--- src/rtl/pipe_skid_reg.sv ---
// rtl/pipe_skid_reg.sv - two-entry skid pipeline register with flush and drop counter
//
// Purpose:
//   Breaks the ready path between an upstream and a downstream valid/ready
//   interface while keeping full throughput. A main entry drives the output.
//   A skid entry catches the beat that was accepted while the main entry was
//   stalled. Flush discards everything held or offered in that cycle. It also
//   reports the discard as a registered pulse and counts the dropped beats.
//
// Ports:
//   clk        in   rising-edge clock
//   reset      in   asynchronous active-high reset
//   in_valid   in   upstream beat present
//   in_data    in   upstream payload [DATA_W]
//   in_ready   out  stage accepts a beat this cycle
//   out_valid  out  registered beat present downstream
//   out_data   out  registered payload [DATA_W]
//   out_ready  in   downstream consumes the beat this cycle
//   flush      in   discard held and incoming beats
//   flush_out  out  one-cycle pulse after each flushed edge
//   occupancy  out  beats held (0..2)
//   drop_cnt   out  saturating count of beats discarded by flush [CNT_W]

module pipe_skid_reg #(
  parameter int DATA_W        = 32,
  parameter bit ZERO_ON_FLUSH = 1'b1,
  parameter int CNT_W         = 8
) (
  input  logic              clk,
  input  logic              reset,
  input  logic              in_valid,
  input  logic [DATA_W-1:0] in_data,
  output logic              in_ready,
  output logic              out_valid,
  output logic [DATA_W-1:0] out_data,
  input  logic              out_ready,
  input  logic              flush,
  output logic              flush_out,
  output logic [1:0]        occupancy,
  output logic [CNT_W-1:0]  drop_cnt
);

  // Two extra bits let the sum hold the saturated maximum plus 3 dropped beats.
  localparam int            SUM_W   = CNT_W + 2;
  localparam logic [SUM_W-1:0] CNT_MAX = SUM_W'({CNT_W{1'b1}});

  logic              main_valid_q, main_valid_d;
  logic [DATA_W-1:0] main_data_q,  main_data_d;
  logic              skid_valid_q, skid_valid_d;
  logic [DATA_W-1:0] skid_data_q,  skid_data_d;
  logic              flush_out_q,  flush_out_d;
  logic [CNT_W-1:0]  drop_cnt_q,   drop_cnt_d;

  logic              xfer_in;
  logic              xfer_out;
  logic [1:0]        drop_add;
  logic [SUM_W-1:0]  drop_sum;

  // Ready depends only on registered skid state. Flush is the one combinational gate.
  assign in_ready  = !skid_valid_q && !flush;
  assign xfer_in   = in_valid && in_ready;
  assign xfer_out  = main_valid_q && out_ready;

  assign out_valid = main_valid_q;
  assign out_data  = main_data_q;
  assign flush_out = flush_out_q;
  assign drop_cnt  = drop_cnt_q;
  assign occupancy = {1'b0, main_valid_q} + {1'b0, skid_valid_q};

  // A beat offered during flush counts as dropped even though in_ready is 0.
  assign drop_add = {1'b0, main_valid_q} + {1'b0, skid_valid_q} + {1'b0, in_valid};
  assign drop_sum = SUM_W'(drop_cnt_q) + SUM_W'(drop_add);

  always_comb begin
    main_valid_d = main_valid_q;
    main_data_d  = main_data_q;
    skid_valid_d = skid_valid_q;
    skid_data_d  = skid_data_q;
    flush_out_d  = flush;
    drop_cnt_d   = drop_cnt_q;

    if (flush) begin
      main_valid_d = 1'b0;
      skid_valid_d = 1'b0;
      if (ZERO_ON_FLUSH) begin
        main_data_d = '0;
        skid_data_d = '0;
      end
      if (drop_sum > CNT_MAX) begin
        drop_cnt_d = CNT_MAX[CNT_W-1:0];
      end else begin
        drop_cnt_d = drop_sum[CNT_W-1:0];
      end
    end else if (!main_valid_q || xfer_out) begin
      // Main is free this edge. The older skid beat goes first to keep order.
      if (skid_valid_q) begin
        main_valid_d = 1'b1;
        main_data_d  = skid_data_q;
        skid_valid_d = 1'b0;
      end else if (xfer_in) begin
        main_valid_d = 1'b1;
        main_data_d  = in_data;
      end else begin
        main_valid_d = 1'b0;
      end
    end else if (xfer_in) begin
      // Main is stalled. Park the accepted beat in the skid entry.
      skid_valid_d = 1'b1;
      skid_data_d  = in_data;
    end
  end

  always_ff @(posedge clk or posedge reset) begin
    if (reset) begin
      main_valid_q <= 1'b0;
      main_data_q  <= '0;
      skid_valid_q <= 1'b0;
      skid_data_q  <= '0;
      flush_out_q  <= 1'b0;
      drop_cnt_q   <= '0;
    end else begin
      main_valid_q <= main_valid_d;
      main_data_q  <= main_data_d;
      skid_valid_q <= skid_valid_d;
      skid_data_q  <= skid_data_d;
      flush_out_q  <= flush_out_d;
      drop_cnt_q   <= drop_cnt_d;
    end
  end

endmodule

--- config.mk ---
export PLATFORM = sky130hd
export DESIGN_NAME = pipe_skid_reg
export DESIGN_NICKNAME = d
export VERILOG_FILES = /design/src/rtl/pipe_skid_reg.sv
export SDC_FILE = /design/constraint.sdc
export NUM_CORES = 1
export LEC_CHECK = 0
export ABC_CLOCK_PERIOD_IN_PS = 3200
export BUFFER_PORTS_ARGS = -buffer_cell sky130_fd_sc_hd__buf_2
export CAP_MARGIN = 20
export CORE_ASPECT_RATIO = 0.5
export CORE_MARGIN = 4
export CORE_UTILIZATION = 53
export CTS_CLUSTER_DIAMETER = 40
export DETAILED_ROUTE_END_ITERATION = 6
export PLACE_DENSITY = 0.75
export SLEW_MARGIN = 20
export SYNTH_ARGS = -nofsm -noshare
export SYNTH_HDL_FRONTEND = slang
export SYNTH_SLANG_ARGS = --single-unit
--- constraint.sdc ---
create_clock -name clk -period 3.2 [get_ports clk]
set_input_delay 0.32 -clock clk [delete_from_list [all_inputs] [get_ports clk]]
set_output_delay 0.32 -clock clk [all_outputs]
set_load 0.05 [all_outputs]
### After elaboration in Yosys (flattened, before gate mapping)

Cells that the tools add are included.

* add/subtract/negate cells: 3
* multipliers: 0
* divide/modulo/power cells: 0
* order comparisons: 1
* equal/unequal tests: 1
* shifts and indexed selects: 0
* mux-type cells: 14
* bitwise gates (word level): 0
* reduce and logical (&&, ||, !) cells: 13

Operator list (number)
* $mux 32: 6
* $add 8x2->9: 1
* $gt 9x8->1 const B: 1
* $mux 8: 1
* $mux 1: 7
* $reduce_bool 3->1: 2
* $reduce_and 2->1: 2
* $reduce_bool 2->1: 2
* $logic_and 1x1->1: 3
* $logic_not 1->1: 3
* $add 1x1->2: 1
* $add 2x1->2: 1
* $ne 2x2->1 const B: 1
* $logic_or 1x1->1: 1

* register bits: 75
* latch bits: 0
* memory bits (writable): 0
* memory bits (read-only): 0
* bits of input ports: 37
* output and inout bits: 45
* word-level logic and storage cells: 38
* memories kept: 0

### Longest topological paths before layout

Gate-level depths: netlist (run 1).

* word-level depth: 7
* depth in mapped cells: 9
* mapped depth without buffers: 8

### Least setup slack after synthesis (run 1)

OpenSTA, ideal clock, no wires.

* path type: register to register
* start point: register main_valid_q, in the netlist out_valid
* end point: register drop_cnt_q[6], in the netlist drop_cnt[6]
* library setup time: 0.126 ns
* arrival time: 2.470 ns
* data required time: 3.074 ns
* slack: 0.605 ns
* stages on the path, launching flop included: 10
* buffers on the path: 1
* clock period less this slack: 2.595 ns
* cell sequence: dfrtp_1 > fa_1 > ha_1 > inv_1 > fa_1 > and3b_1 > clkbuf_1 > nand4_1 > nor3_1 > a21oi_1

* longest elaborated chain between the ends: 5

Ends and longest elaborated chain
* from (decl): RTL line 47 `logic main_valid_q, main_valid_d;`
* from (signal assigned): RTL line 122 `main_valid_q <= main_valid_d;`
* $add 1x1->2 *: RTL line 71 `assign drop_add = {1'b0, main_valid_q} + {1'b0, skid_valid_q} + {1'b0, in_valid};`
* $add 2x1->2 *: RTL line 71
* $add 8x2->9 *: RTL line 72 `assign drop_sum = SUM_W'(drop_cnt_q) + SUM_W'(drop_add);`
* $gt 9x8->1: RTL line 89 `if (drop_sum > CNT_MAX) begin`
* $mux 8 *: RTL line 89
* to (signal assigned): RTL line 127 `drop_cnt_q <= drop_cnt_d;`
* to (decl): RTL line 52 `logic [CNT_W-1:0] drop_cnt_q, drop_cnt_d;`

Every way passes the cells marked *; elsewhere a longest branch is shown, timed or not.
A chain may end at the register's enable or synchronous reset.

### Worst setup path in the final report (run 1)

Ends and elaborated chain as after synthesis.

==> results of run 1 <==
==> cell type report <==
| cell class | count | area (sq um) | area share [%] |
|---|---|---|---|
| inverters | 6 | 22.5 | 0.542 |
| multi-input cells | 207 | 1390 | 33.4 |
| well taps | 88 | 110 | 2.65 |
| clock buffers | 15 | 288 | 6.93 |
| flip-flops and latches | 75 | 1880 | 45.2 |
| repair buffers | 87 | 463 | 11.1 |
| clock inverters | 1 | 5.00 | 0.121 |
==> cell usage after synthesis (2+ instances only) <==
cell type / number / area share (%)
a21oi_1: 23 / 3.3
a22o_1: 16 / 4.1
and3_1: 2 / 0.36
buf_2: 7 / 1.0
buf_6: 9 / 2.9
clkbuf_1: 8 / 0.87
dfrtp_1: 75 / 54
fa_1: 2 / 1.2
ha_1: 3 / 1.1
inv_1: 6 / 0.65
mux2i_1: 33 / 9.6
nand2_1: 67 / 7.3
nand3_1: 3 / 0.43
nand4_1: 2 / 0.36
nor2_1: 8 / 0.87
nor3_1: 2 / 0.29
o31ai_1: 32 / 6.9
==> state kept, by name, indices dropped and copies added (netlist names) <==
signal	flops
drop_cnt	8
out_data	32
skid_data_q	32
flush_out	1
skid_valid_q	1
out_valid	1
==> worst max-delay path by stage <==
stage          slack (ns)           to      start
4_1_cts              0.75  drop_cnt[6]  out_valid
2_1_floorplan        0.60  drop_cnt[6]  out_valid
3_5_place_dp         0.71  drop_cnt[6]   in_valid
5_1_grt              0.52  drop_cnt[6]  out_valid
6_report             0.72  drop_cnt[6]  out_valid
3_3_place_gp         0.82  drop_cnt[6]   in_valid
==> power by group through the flow <==
stage                     clock network, mW  logic (mW)  registers (mW)
final                                 0.971       0.664            1.13
after global routing                   1.04       0.716            1.14
after CTS                             0.995       0.671            1.13
after detailed placement                  0       0.667            1.14
after global placement                    0       0.651            1.14
after floorplan                           0       0.235            1.41
==> worst max-delay path: stages, from the launching register on <==
cell	delay, ns
dfrtp_1	0.45
fa_1	0.55
ha_1	0.17
inv_1	0.05
fa_1	0.38
and3b_1	0.33
nand4_1	0.16
nor3_1	0.20
a21oi_1	0.07
==> per-stage QoR <==
step	instances	worst slack, ns
6_report	479	0.723
5_1_grt	479	0.521
4_1_cts	479	0.745
3_5_place_dp	463	0.715
3_3_place_gp	463	0.818
2_1_floorplan	313	0.605
==> kinds of logic (layout without fill, tap and decap cells) <==
group	after synthesis	count (layout)	synth area share (%)
AND/OR/NAND/NOR	93	93	12.5
AO/OA/AOI/OAI	75	75	15.5
flip-flops	75	75	54.3
multiplexers	34	34	9.88
buffers and inverters	31	109	5.68
adder cells (fa/ha/maj)	5	5	2.24
==> metal layers <==
metal  wire length [microns]  global-route usage (%)  up-vias
li1                        -                       -     1254
met1                    3340                    26.1     1296
met2                    3610                    33.2       80
met3                     461                    6.96        5
met4                      46                    5.44        0
met5                       0                       0        -
==> qor_table.md, run 1 <==
| Step | Result | This run |
|:---|:---|:---|
| timing | Final Critical Period | 2.48 ns |
| grt | Antenna violations before repair | 0 |
| cts | Post-CTS Repair Setup Buffers | 0 |
| logic synthesis | Share of flip-flops with an asynchronous set or reset | 100% |
| drt | DRT antenna net count | 0 |
| critical path | Critical path capture point type | flip-flop |
| floorplanning | Core box area | 6180 sq um |
| logic synthesis | Synthesized area divided by synthesized cell count | 11.0 sq um |
| floorplanning | Std cell rows | 20 |
| place | Port Buf Inserts | 81 |
| drt | 1st-iter DRT viols | 109 |
| final layout | Antenna diode count | 0 |
| floorplanning | Ports | 82 |
| grt | Total global routing overflow | 0 |
| drt | Drt wl/cell | 15.6 microns |
| timing | Worst hold margin | 0.130 ns |
| timing | Number of max-slew violations in the final report | 0 |
| cts | Maximum clock insertion buffer count | 2 |
| drt | First drt pass iteration count | 4 |
| final layout | Final non-filler cell area | 4150 sq um |
| timing | Final Cycle Share | 77.4% |
| cts | Num Clock Sinks | 75 |
| logic synthesis | Seq/Total Area, Yosys | 54.3% |
| critical path | RR Endpoint | drop_cnt[6] |
| logic synthesis | Net count of the mapped netlist | 355 |
| place | Estimated wirelength of the detail-placed design | 5020 microns |
| critical path | Worst Reg2Reg Path Length in Cells | 8 |
| worst hold path | Type of the worst min-delay path | in2async |
| critical path | Data required time of the critical path | 3.41 ns |
| grt | Global-route wire length before repair | 12,400 microns |
| logic synthesis | Post-synthesis instance total | 313 |
| power | Post-layout power | 2.76 mW |
| floorplanning | Initial core utilization | 55.9% |
| drt | Via count | 2,635 |
| power | Reported leakage power | 1.93 nW |
| timing | Final setup skew | 0.00512 ns |
| power | Share of power burned in registers | 40.8% |
| cts | CTS Root Buffer Type | clkbuf_16 |
| timing | Peak Freq | 0.404 GHz |
| timing | Slew at the pin closest to its max-slew limit | 0.769 ns |
| drt | WL final | 7460 microns |
| cts | Clock slew at the register clock pins of the worst setup and hold paths | 0.06 ns |
| critical path | Data arrival time of the critical path | 2.69 ns |
| place | Placed inst area | 3860 sq um |
| timing | # setup viols final | 0 |
| status | Status | finished, final reports clean |
| final layout | Utilization after layout | 67.2% |
| floorplanning | Width of the die | 122 microns |
| critical path | Critical register-to-register path startpoint | out_valid |
| cts | Hold buffer count at CTS | 0 |
| place | Placer congestion estimate | 0.776 |
| grt | Maximum number of pins on one net before global-route repair | 40 |
| timing | Setup repair after global routing missed its margin | false |
| critical path | Start-to-end type of the worst setup path | reg2reg |
| cts | CTS Buf Count | 9 |
| critical path | Startpoint class of the critical path | flip-flop |
| final layout | Number of filler cells placed in the layout | 518 |
| timing | Number of endpoints with negative hold slack in the final report | 0 |
| critical path | Flop2flop setup slack | 0.72 ns |
| grt | Number of global-route vias before repair | 2,551 |
| final layout | Most frequent standard cell in the layout excluding fill and tap cells | buf_2 |
| power | Internal | 1.82 mW |
| final layout | Highest-count cells in the layout ignoring fill and taps | buf_2 (81), dfrtp_1 (74), nand2_1 (67) |
| final layout | Final-stage net count | 428 |
| floorplanning | Chip Height | 65.1 microns |
| run | Number of max-cap violations | 0 |
| drt | Vias per cell | 5.50 |
| logic synthesis | Count of flip-flops with a built-in enable after synthesis | 0 |
| cts | TritonCTS clock tree | done |
| logic synthesis | Number of distinct library cells after synthesis | 32 |
| critical path | Maximum fanout along the worst path | 6 |
| final layout | Fraction of final layout cells with drive strength greater than 1 | 27.9% |
| final layout | Layout area overhead | 20.1% |
| power | Switching power as a share of total power | 34.0% |
| power | Power per standard cell area | 665 nW/um^2 |
| logic synthesis | Number of register bits inferred by synthesis | 75 |
| cts | Worst-Skew Late Latency | 0.33 ns |
| grt | Aggregate global-route resource usage | 20.3% |
| timing | Accumulated negative setup slack | 0 ns |
| power | Power spent charging and discharging nets | 938 uW |
| logic synthesis | Netlist Area Pre-Place | 3460 sq um |
| power | Clock power frac | 35.2% |
| drt | Final routed DRC violation total | 0 |
| power | Largest voltage drop on the vdd net | 0.000448 V |
| floorplanning | Area enclosed by the die boundary | 7960 sq um |
| logic synthesis | Prevailing post-synth register cell | dfrtp_1 |
| cts | Number of H-tree branching levels | 3 |
| timing | Worst slew margin | 48.6% |
| power | Combinational Power Share | 24.0% |
| logic synthesis | Warning count from the yosys run | 0 |
| cts | Post-cts sizing count | 0 |
No activity file was read; power rests on OpenSTA's default activity.
==> inputs of run 2 (changes only) <==
ABC_CLOCK_PERIOD_IN_PS = 2180   (was 3200)
CORE_UTILIZATION = 48   (was 53)
PLACE_DENSITY = 0.71   (was 0.75)
clock period = 2.18 ns   (was 3.2 ns; I/O delays follow)
==> qor_table.md, run 2 (synthesis gave the netlist of run 1 again) <==
| Step | Result | This run |
|:---|:---|:---|
| final layout | FF+latch area | 1880 sq um |
| final layout | Fraction of final layout cells with drive strength greater than 1 | 31.1% |
| drt | Via count | 2,616 |
| timing | Number of endpoints with negative hold slack in the final report | 0 |
| cts | CTS Buf Count | 9 |
| final layout | Layout area overhead | 24.5% |
| floorplanning | Initial core utilization | 50.6% |
| final layout | Antenna diode count | 0 |
| critical path | Critical Path Stages | 8 |
| grt | Total global routing overflow | 0 |
| floorplanning | Chip Height | 68.0 microns |
| critical path | Maximum fanout along the worst path | 4 |
| place | Placer congestion estimate | 0.796 |
| timing | # setup viols final | 1 |
| final layout | Utilization after layout | 63.0% |
| timing | Peak Freq | 0.451 GHz |
| final layout | Final-stage net count | 436 |
| cts | Maximum clock insertion buffer count | 2 |
| grt | Maximum number of pins on one net before global-route repair | 40 |
| critical path | Chain of cells forming the critical path | fa_1 -> ha_2 -> inv_2 -> fa_2 -> and3b_2 -> nand4_1 -> nor3_2 -> a21oi_1 |
| cts | TritonCTS clock tree | done |
| grt | Aggregate global-route resource usage | 18.7% |
| drt | Final routed DRC violation total | 0 |
| critical path | Critical path capture point type | flip-flop |
| drt | Vias per cell | 5.33 |
| critical path | Critical path buffers and inverters | 1 |
| floorplanning | Ports | 82 |
| drt | DRT antenna net count | 0 |
| final layout | Final std cells w/o fill | 491 |
| final layout | Final non-filler cell area | 4300 sq um |
| critical path | Worst Reg2Reg Path Length in Cells | 8 |
| floorplanning | Std cell rows | 21 |
| floorplanning | Core box area | 6830 sq um |
| status | Failing checks | negative setup slack |
| power | Reported leakage power | 2.00 nW |
| power | Largest voltage drop on the vdd net | 0.000549 V |
| final layout | Number of filler cells placed in the layout | 587 |
| critical path | Startpoint class of the critical path | flip-flop |
| worst hold path | Number of cells traversed by the worst hold path | 2 |
| timing | Final setup margin | -0.0355 ns |
| final layout | Highest-count cells in the layout ignoring fill and taps | buf_2 (81), dfrtp_1 (73), nand2_1 (67) |
| timing | Final Cycle Share | 102% |
| timing | Setup repair after global routing missed its margin | true |
| cts | Number of H-tree branching levels | 3 |
| place | Placed cell count | 474 |
| timing | Final setup skew | 0.00752 ns |
| drt | 1st-iter DRT viols | 211 |
| place | Placed inst area | 3930 sq um |
| critical path | Gate family responsible for the most delay along the worst path | adder cells |
| drt | Drt wl/cell | 15.6 microns |
| cts | Worst-Skew Late Latency | 0.33 ns |
| cts | CTS Root Buffer Type | clkbuf_16 |
| drt | First drt pass iteration count | 4 |
| timing | Final Critical Period | 2.22 ns |
| worst hold path | Type of the worst min-delay path | in2reg |
| cts | Num Clock Sinks | 75 |
| place | Estimated wirelength of the detail-placed design | 5220 microns |
| timing | Number of max-slew violations in the final report | 0 |
| final layout | Most frequent standard cell in the layout excluding fill and tap cells | buf_2 |
| floorplanning | Width of the die | 128 microns |
| power | Post-layout power | 4.36 mW |
| grt | Global-route wire length before repair | 12,700 microns |
| timing | Accumulated negative setup slack | -0.0355 ns |
| critical path | Data arrival time of the critical path | 2.43 ns |
| final layout | Total area of multi-input combinational cells | 1400 sq um |
| critical path | Data required time of the critical path | 2.40 ns |
| drt | WL final | 7660 microns |
| grt | Antenna violations before repair | 0 |
| cts | Clock slew at the register clock pins of the worst setup and hold paths | 0.06 ns |
| critical path | Master of the slowest instance on the critical path | fa_1 |
| timing | Slew at the pin closest to its max-slew limit | 0.657 ns |
| critical path | Max stage delay on crit path | 0.51 ns |
| grt | Number of global-route vias before repair | 2,624 |
| status | Status | finished with violations |
| run | Number of max-cap violations | 0 |
| timing | Worst slew margin | 56.2% |
| critical path | Start-to-end type of the worst setup path | reg2reg |
| place | Port Buf Inserts | 81 |
| power | Power per standard cell area | 1010 nW/um^2 |
| floorplanning | Area enclosed by the die boundary | 8710 sq um |
run 2: cell count changes in the layout (fill, tap and decap cells not counted), moves of 2 or more:
cell       change
bufinv_16      +3
buf_4          +6
clkbuf_1       -2
clkbuf_8       -3
run 2: routing by layer:
metal | wire length (microns) | global-route usage [%]
met5 | 0 | 0
met4 | 104 | 7.14
met3 | 388 | 4.83
met2 | 3680 | 32.2
met1 | 3490 | 23.2
run 2: cell type report:
class / instances / area share (%)
Clock buffer: 10 / 5.55
Multi-Input combinational cell: 207 / 32.5
Inverter: 6 / 0.523
Clock inverter: 6 / 2.59
Timing Repair Buffer: 95 / 12.5
Tap cell: 92 / 2.68
Sequential cell: 75 / 43.7
run 2: worst paths after layout:
kind	startpoint	to	slack [ns]
setup / recovery	out_valid	drop_cnt[6]	-0.04
hold reg to reg	out_data[9]	out_data[9]	0.47
max in group asynchronous	reset	skid_data_q[13]	1.04
setup reg to reg	out_valid	drop_cnt[6]	-0.04
hold / removal	in_data[20]	skid_data_q[20]	0.12
min in group asynchronous	reset	out_data[13]	0.49
run 2: power by group:
group	internal [mW]	leakage (nW)	switching, mW
Clock	1.15	0.169	0.564
Combinational	0.275	0.844	0.718
Sequential	1.52	0.987	0.134
run 2: worst register-to-register path, cell delays in order (launching register included):
cell     delay, ns
dfrtp_2       0.42
fa_1          0.51
ha_2          0.19
inv_2         0.04
fa_2          0.34
and3b_2       0.28
nand4_1       0.14
nor3_2        0.14
a21oi_1       0.06
run 2: repair_timing:
item,in CTS,in global routing
setup endpoints to repair,2,5
hold buffers,1,0
gates resized for setup,1,4
pin swaps,0,3
endpoints found under the hold margin,23,0
buffers inserted,0,0
gates cloned,0,0
run 2: through the flow:
stage          setup WS [ns]  hold slack (ns)
2_1_floorplan         -0.192            0.249
3_3_place_gp         -0.0118            0.293
3_5_place_dp         -0.0393            0.308
4_1_cts              -0.0457            0.111
5_1_grt               -0.131            0.118
6_report             -0.0355            0.125
